**config.mk**
```make
export PLATFORM = sky130hd
export DESIGN_NAME = rggen_apb_command_bridge
export DESIGN_NICKNAME = d
export VERILOG_FILES = /design/src/rtl/rggen_rtl_pkg.sv /design/src/rtl/rggen_bus_timeout_counter.sv /design/src/rtl/rggen_apb_command_bridge.sv
export SDC_FILE = /design/constraint.sdc
export NUM_CORES = 1
export LEC_CHECK = 0
export ABC_AREA = 0
export CORE_MARGIN = 3
export CORE_UTILIZATION = 42
export DETAILED_ROUTE_END_ITERATION = 10
export PLACE_DENSITY = 0.86
export SYNTH_ARGS = -nofsm -noshare
export SYNTH_HDL_FRONTEND = slang
export SYNTH_SLANG_ARGS = --single-unit
```
**constraint.sdc**
```tcl
create_clock -name clk -period 2.6 [get_ports clk]
set_input_delay 0.78 -clock clk [delete_from_list [all_inputs] [get_ports clk]]
set_output_delay 0.78 -clock clk [all_outputs]
set_load 0.01 [all_outputs]
```
**src/rtl/rggen_rtl_pkg.sv**
```systemverilog
// Shared types and helpers for the rggen bus bridges: bridge state encoding
// and byte-strobe to bit-mask expansion.
package rggen_rtl_pkg;

    typedef enum logic [1:0] {
        ST_IDLE    = 2'd0,
        ST_BUSY    = 2'd1,
        ST_RESPOND = 2'd2
    } bridge_state_e;

    function automatic logic [7:0] strobe_to_byte_mask(input logic strobe);
        return {8{strobe}};
    endfunction

endpackage

```
**src/rtl/rggen_bus_timeout_counter.sv**
```systemverilog
// Counts cycles spent waiting for a register response and flags the cycle in
// which the wait limit is reached; TIMEOUT_CYCLES of 0 never expires.
module rggen_bus_timeout_counter #(
    parameter int TIMEOUT_CYCLES = 255
) (
    input  logic clk,
    input  logic rst_n,
    input  logic clear,
    input  logic enable,
    output logic expired
);

    localparam int COUNT_WIDTH = (TIMEOUT_CYCLES > 0) ? $clog2(TIMEOUT_CYCLES + 1) : 1;
    localparam logic [COUNT_WIDTH-1:0] LAST_COUNT =
        COUNT_WIDTH'((TIMEOUT_CYCLES > 0) ? TIMEOUT_CYCLES - 1 : 0);

    logic [COUNT_WIDTH-1:0] count;

    always_ff @(posedge clk or negedge rst_n) begin
        if (!rst_n) begin
            count <= '0;
        end else if (clear) begin
            count <= '0;
        end else if (enable) begin
            count <= count + 1'b1;
        end
    end

    // Fires during the last permitted waiting cycle, so a response arriving in
    // that same cycle can still take priority in the bridge.
    assign expired = (TIMEOUT_CYCLES > 0) && enable && (count == LAST_COUNT);

endmodule

```
**src/rtl/rggen_apb_command_bridge.sv**
```systemverilog
// APB slave front end that turns each transfer into one register command and
// returns the register block's response (or a timeout error) to the APB master.
//
// state      | meaning
// ST_IDLE    | waiting for an APB setup phase
// ST_BUSY    | command driven, waiting for response or timeout
// ST_RESPOND | pready high for one cycle with the latched response
module rggen_apb_command_bridge
    import rggen_rtl_pkg::*;
#(
    parameter int ADDRESS_WIDTH  = 16,
    parameter int DATA_WIDTH     = 32,
    parameter int TIMEOUT_CYCLES = 255
) (
    input  logic                      clk,
    input  logic                      rst_n,
    input  logic                      i_psel,
    input  logic                      i_penable,
    input  logic [ADDRESS_WIDTH-1:0]  i_paddr,
    input  logic                      i_pwrite,
    input  logic [DATA_WIDTH-1:0]     i_pwdata,
    input  logic [DATA_WIDTH/8-1:0]   i_pstrb,
    output logic                      o_pready,
    output logic [DATA_WIDTH-1:0]     o_prdata,
    output logic                      o_pslverr,
    output logic                      o_command_valid,
    output logic [ADDRESS_WIDTH-1:0]  o_command_address,
    output logic                      o_command_write,
    output logic [DATA_WIDTH-1:0]     o_command_write_data,
    output logic [DATA_WIDTH-1:0]     o_command_write_mask,
    input  logic                      i_response_ready,
    input  logic [DATA_WIDTH-1:0]     i_response_read_data,
    input  logic                      i_response_error
);

    localparam int STRB_WIDTH = DATA_WIDTH / 8;

    bridge_state_e           state;
    logic                    timeout_expired;
    logic [DATA_WIDTH-1:0]   mask_next;

    always_comb begin
        mask_next = '1;
        if (i_pwrite) begin
            for (int n = 0; n < STRB_WIDTH; n++) begin
                mask_next[8*n +: 8] = strobe_to_byte_mask(i_pstrb[n]);
            end
        end
    end

    rggen_bus_timeout_counter #(
        .TIMEOUT_CYCLES (TIMEOUT_CYCLES)
    ) u_timeout (
        .clk     (clk),
        .rst_n   (rst_n),
        .clear   (state == ST_IDLE),
        .enable  ((state == ST_BUSY) && !i_response_ready),
        .expired (timeout_expired)
    );

    always_ff @(posedge clk or negedge rst_n) begin
        if (!rst_n) begin
            state                <= ST_IDLE;
            o_pready             <= 1'b0;
            o_prdata             <= '0;
            o_pslverr            <= 1'b0;
            o_command_valid      <= 1'b0;
            o_command_address    <= '0;
            o_command_write      <= 1'b0;
            o_command_write_data <= '0;
            o_command_write_mask <= '0;
        end else begin
            o_pready  <= 1'b0;
            o_prdata  <= '0;
            o_pslverr <= 1'b0;
            case (state)
                ST_IDLE: begin
                    if (i_psel && !i_penable) begin
                        o_command_valid      <= 1'b1;
                        o_command_address    <= i_paddr;
                        o_command_write      <= i_pwrite;
                        o_command_write_data <= i_pwdata;
                        o_command_write_mask <= mask_next;
                        state                <= ST_BUSY;
                    end
                end
                ST_BUSY: begin
                    // APB signals are not looked at here: a master that drops
                    // psel mid-transfer still gets its command completed.
                    if (i_response_ready) begin
                        o_command_valid <= 1'b0;
                        o_pready        <= 1'b1;
                        o_prdata        <= o_command_write ? '0 : i_response_read_data;
                        o_pslverr       <= i_response_error;
                        state           <= ST_RESPOND;
                    end else if (timeout_expired) begin
                        o_command_valid <= 1'b0;
                        o_pready        <= 1'b1;
                        o_pslverr       <= 1'b1;
                        state           <= ST_RESPOND;
                    end
                end
                ST_RESPOND: begin
                    state <= ST_IDLE;
                end
                default: begin
                    o_command_valid <= 1'b0;
                    state           <= ST_IDLE;
                end
            endcase
        end
    end

endmodule

```
## Word-level counts from Yosys, hierarchy flattened

Index checks and enable logic that the tools add are counted.

| word-level totals | value |
|---|---|
| word-level logic and storage cells | 46 |
| memories | 0 |
| bits in registers | 126 |
| latch bits | 0 |
| memory bits (writable) | 0 |
| output and inout port bits | 116 |
| bits of input ports | 91 |
| ROM bits | 0 |

| operators by class | value |
|---|---|
| bitwise logic cells | 1 |
| reduce and logical (&&, ||, !) cells | 10 |
| equal/unequal tests | 5 |
| shift-type cells | 0 |
| div/mod/pow operators | 0 |
| multiply operators | 0 |
| multiplexer cells | 19 |
| magnitude comparators | 0 |
| add/subtract/negate cells | 1 |

Operators with widths:

| kind | number |
|---|---|
| $mux W32 | 4 |
| $mux W8 | 2 |
| $add A8 B1 Y8 const B | 1 |
| $eq A8 B8 Y1 const B | 1 |
| $mux W1 | 8 |
| $mux W2 | 3 |
| $pmux W2 S2 | 1 |
| $reduce_and A2 Y1 | 2 |
| $logic_and A1 B1 Y1 | 3 |
| $ne A3 B3 Y1 const B | 1 |
| $pmux W1 S3 | 1 |
| $reduce_and A3 Y1 | 1 |
| $eq A2 B1 Y1 const B | 1 |
| $eq A2 B2 Y1 const B | 1 |
| $logic_not A1 Y1 | 2 |
| $logic_not A2 Y1 | 1 |
| $ne A2 B2 Y1 const B | 1 |
| $reduce_bool A2 Y1 | 1 |
| $not A1 Y1 | 1 |

## Longest topological paths before layout

| logic depth | value |
|---|---|
| depth in word-level cells | 6 |
| depth in mapped cells | 6 |
| depth with buffers taken out | 5 |

## Cells and area by module

A second synthesis with hierarchy kept.

| second synthesis, totals | value |
|---|---|
| cells, all modules | 271 |
| area, all modules | 4091.4 um^2 |

Modules (own cells, without submodules):

| module | instances | cells each | area each (um^2) |
|---|---|---|---|
| rggen_apb_command_bridge | 1 | 230 | 3679.8 |
| rggen_bus_timeout_counter | 1 | 41 | 411.6 |

## Worst setup path before layout

OpenSTA, ideal clock, no wires.

| timing path | value |
|---|---|
| path kind | input to register |
| from | input i_penable |
| to | register o_command_write_data[15] |
| stages | 4 |
| required time | 2.473 ns |
| path slack | 0.774 ns |
| library setup time | 0.127 ns |
| arrival time | 1.698 ns |
| cell sequence | nor4b_4 buf_4 buf_4 mux2_1 |

| on the way | value |
|---|---|
| longest elaborated chain between the ends | 3 |

RTL lines:

| what | RTL line | RTL |
|---|---|---|
| start, declared | rggen_apb_command_bridge.sv:18 | `input logic i_penable,` |
| $logic_not A1 Y1 | rggen_apb_command_bridge.sv:78 | `if (i_psel && !i_penable) begin` |
| $logic_and A1 B1 Y1 | rggen_apb_command_bridge.sv:78 |  |
| $reduce_and A2 Y1 (no source line) | - |  |
| end signal, assigned | rggen_apb_command_bridge.sv:82 | `o_command_write_data <= i_pwdata;` |
| end, declared | rggen_apb_command_bridge.sv:29 | `output logic [DATA_WIDTH-1:0] o_command_write_data,` |

Every way passes these cells.
A chain may end at the register's enable or synchronous reset.

==> impl_metrics.tcl <==
set metrics [dict create \
    end_kind "output port" \
    cts_buffer_depth 2 \
    dieArea_um2 10500 \
    p_leak_nw 2.61 \
    syn2layout_area_growth_pct 56.6 \
    drc 0 \
    power_density_nw_per_um2 715 \
    holdWs_ns 0.364 \
    rsz0062_at_grt "no" \
    syn_nets 375 \
    path_max_fanout 9 \
    antenna_found_initial 0 \
    die_w_um 102 \
    startpoint_type "flip-flop" \
    drive_gt1_share_pct 13.9 \
    num_vias 2808 \
    vias_per_cell 4.88 \
    synthTopCellsByArea "dfrtp_1 63%, mux2_2 12%, buf_4 5.8%" \
    slew-limit-headroom_pct 71.6 \
    postLayoutCoreUtil_pct 68.7 \
    power_mw 4.37 \
    path_clk_slew_ns 0.09 \
    grt_pass1_wl_um 15100 \
    period_share_pct 84.4 \
    routed_wl_um 9720 \
    syn-cell-area_um2 3900 \
    wire_per_inst_um 16.9 \
    ir_worst_vdd_mv 0.443 \
    grt_max_degree 52 \
    cts_root_buf "clkbuf_8" \
    dpl.hpwl_um 7540 \
    cts_tree "done" \
    critPathMaxStageDelay_ns 0.60 \
    drv_slew 0 \
    finalSetupViolations 0 \
    initial_core_util_pct 43.9 \
    syn_area_per_cell_um2 13.8 \
    fin_crit_ns 2.19 \
    crit-reg2reg-launch "state[0]" \
    reg2reg_to "o_command_write_data[18]" \
    portBuffers 206 \
    synth-main-ff-cell "dfrtp_1" \
    numCtsBuffers 9 \
    grt.total_usage_pct 18.9 \
    hold_class "input pin to asynchronous set/reset pin" \
    synthArstFlopShare_pct 100 \
    firstDrtPassIters 4 \
    yosysSeqAreaShare_pct 62.9 \
    fmax_ghz 0.456 \
    crit_required_ns 1.82 \
    core_um2 8890 \
    num-fill-cells 629 \
    cts_setup_buffers 0 \
    cp_top_family "buffers and inverters" \
    path_buf_inv 1 \
    status "complete, no violations" \
    die_y_um 102 \
    synth.distinct_cells 35 \
    netlist_instances 282 \
    r2r_cells 3 \
    synth_top_area_share_pct 62.9 \
    finalNonFillerCells 576 \
    synth_seq_cells 98 \
    place_congestion 0.788 \
    hold_buffers 0 \
    rows 34 \
    setup-tns-final_ns 0 \
    nets 557 \
    finClkSkew_ns 0.00796 \
    clk-insertion-delay-late_ns 0.34 \
    r2r_slack_ns 0.80 \
    tightest_slew_ns 0.425 \
    cts.sinks 98 \
    synth_most_common_cell "dfrtp_1" \
    cp_cell_sequence "clkdlybuf4s50_1" \
    cp_slowest_cell "clkdlybuf4s50_1" \
    synth_area_leader_cell "dfrtp_1" \
    cts-htree-levels 3 \
    overflow 0 \
    drv_cap 0 \
    cts-resized-gates 0 \
    drtAntennaViolNets 0 \
    antenna_cells 0 \
    hold_violations 0 \
    dp_cells 561 \
    critPathKind "flip-flop to output port" \
    grt_pass1_vias 2954 \
    drt-initial-drc-count 55 \
    yosys_warnings 0 \
    synth-edff-count 0 \
    ios 207 \
    synth_common_cells "98 x dfrtp_1, 40 x mux2_2, 32 x and2_1" \
    arrival_ns 1.41 \
]
[per-layer routing]
metal  share of wire (%)  GRT usage (%)
met1                  35           20.6
met2                  55           34.6
met3                 9.2           7.03
met4                 1.1           4.94
met5                   0              0
[sequential cells by signal (all words and copies together), names as in the netlist]
name	cells
o_command_address	16
o_pslverr	1
o_prdata	32
o_command_write	1
o_command_valid	1
state	2
o_pready	1
u_timeout.count	8
o_command_write_data	32
o_command_write_mask	4
[metrics by stage]
step	setup slack, ns	cell area [um^2]
after floorplan	0.774	3900
after global placement	0.211	5900
after detailed placement	0.191	5900
after CTS	0.365	6110
after global routing	0.287	6110
final	0.407	6110
[worst max path at each step]
stage	startpoint	to	slack (ns)	cells past startpoint
floorplan	i_penable	o_command_write_data[15]	0.77	4
global placement	i_penable	o_command_write_data[27]	0.21	4
detailed placement	i_penable	o_command_write_data[24]	0.19	4
CTS	o_command_write_mask[7]	o_command_write_mask[5]	0.37	1
global route	o_command_write_mask[23]	o_command_write_mask[20]	0.29	1
finish	o_command_write_mask[23]	o_command_write_mask[20]	0.41	1
[where the power goes]
part	total, mW	leakage (nW)	internal [mW]	switching, mW
sequential	1.94	1.23	1.78	0.167
clock	1.04	0.0984	0.536	0.506
combinational	1.38	1.27	0.881	0.500
[layout make-up]
class                   instances  area [um^2]  share of cell area, %
flip-flops and latches         98         2450                   40.2
well taps                     108          135                   2.21
clock inverters                 5         80.1                   1.31
clock buffers                  10          128                   2.09
multi-input cells             136         1140                   18.7
inverters                       6         22.5                  0.369
repair buffers                213         2150                   35.2
[kinds of logic (layout without fill, tap and decap cells)]
family                   after synthesis  count (layout)  share of synthesized area [%]
buffers and inverters                 48             234                           7.89
multiplexers                          54              54                           15.5
AO/OA/AOI/OAI                         19              19                           3.50
AND/OR/NAND/NOR                       61              61                           9.59
adder cells (fa/ha/maj)                2               2                          0.642
flip-flops                            98              98                           62.9
[placed cells by master, fill, tap and decap left out, drive strengths merged, types with 2 or more instances in the layout]
cell type and n:
o21ai 3, mux2 51, bufinv 2, nor2 8, a22o 4, dfrtp 98
o21bai 2, inv 6, clkbuf 10, nor2b 3, nor3 3, nand2 5
ha 2, clkdlybuf4s50 205, buf 8, clkinvlp 2, nand3 2, and2 32
nor3b 2, a31oi 4, mux2i 3
(Power assumes the default switching activity.)
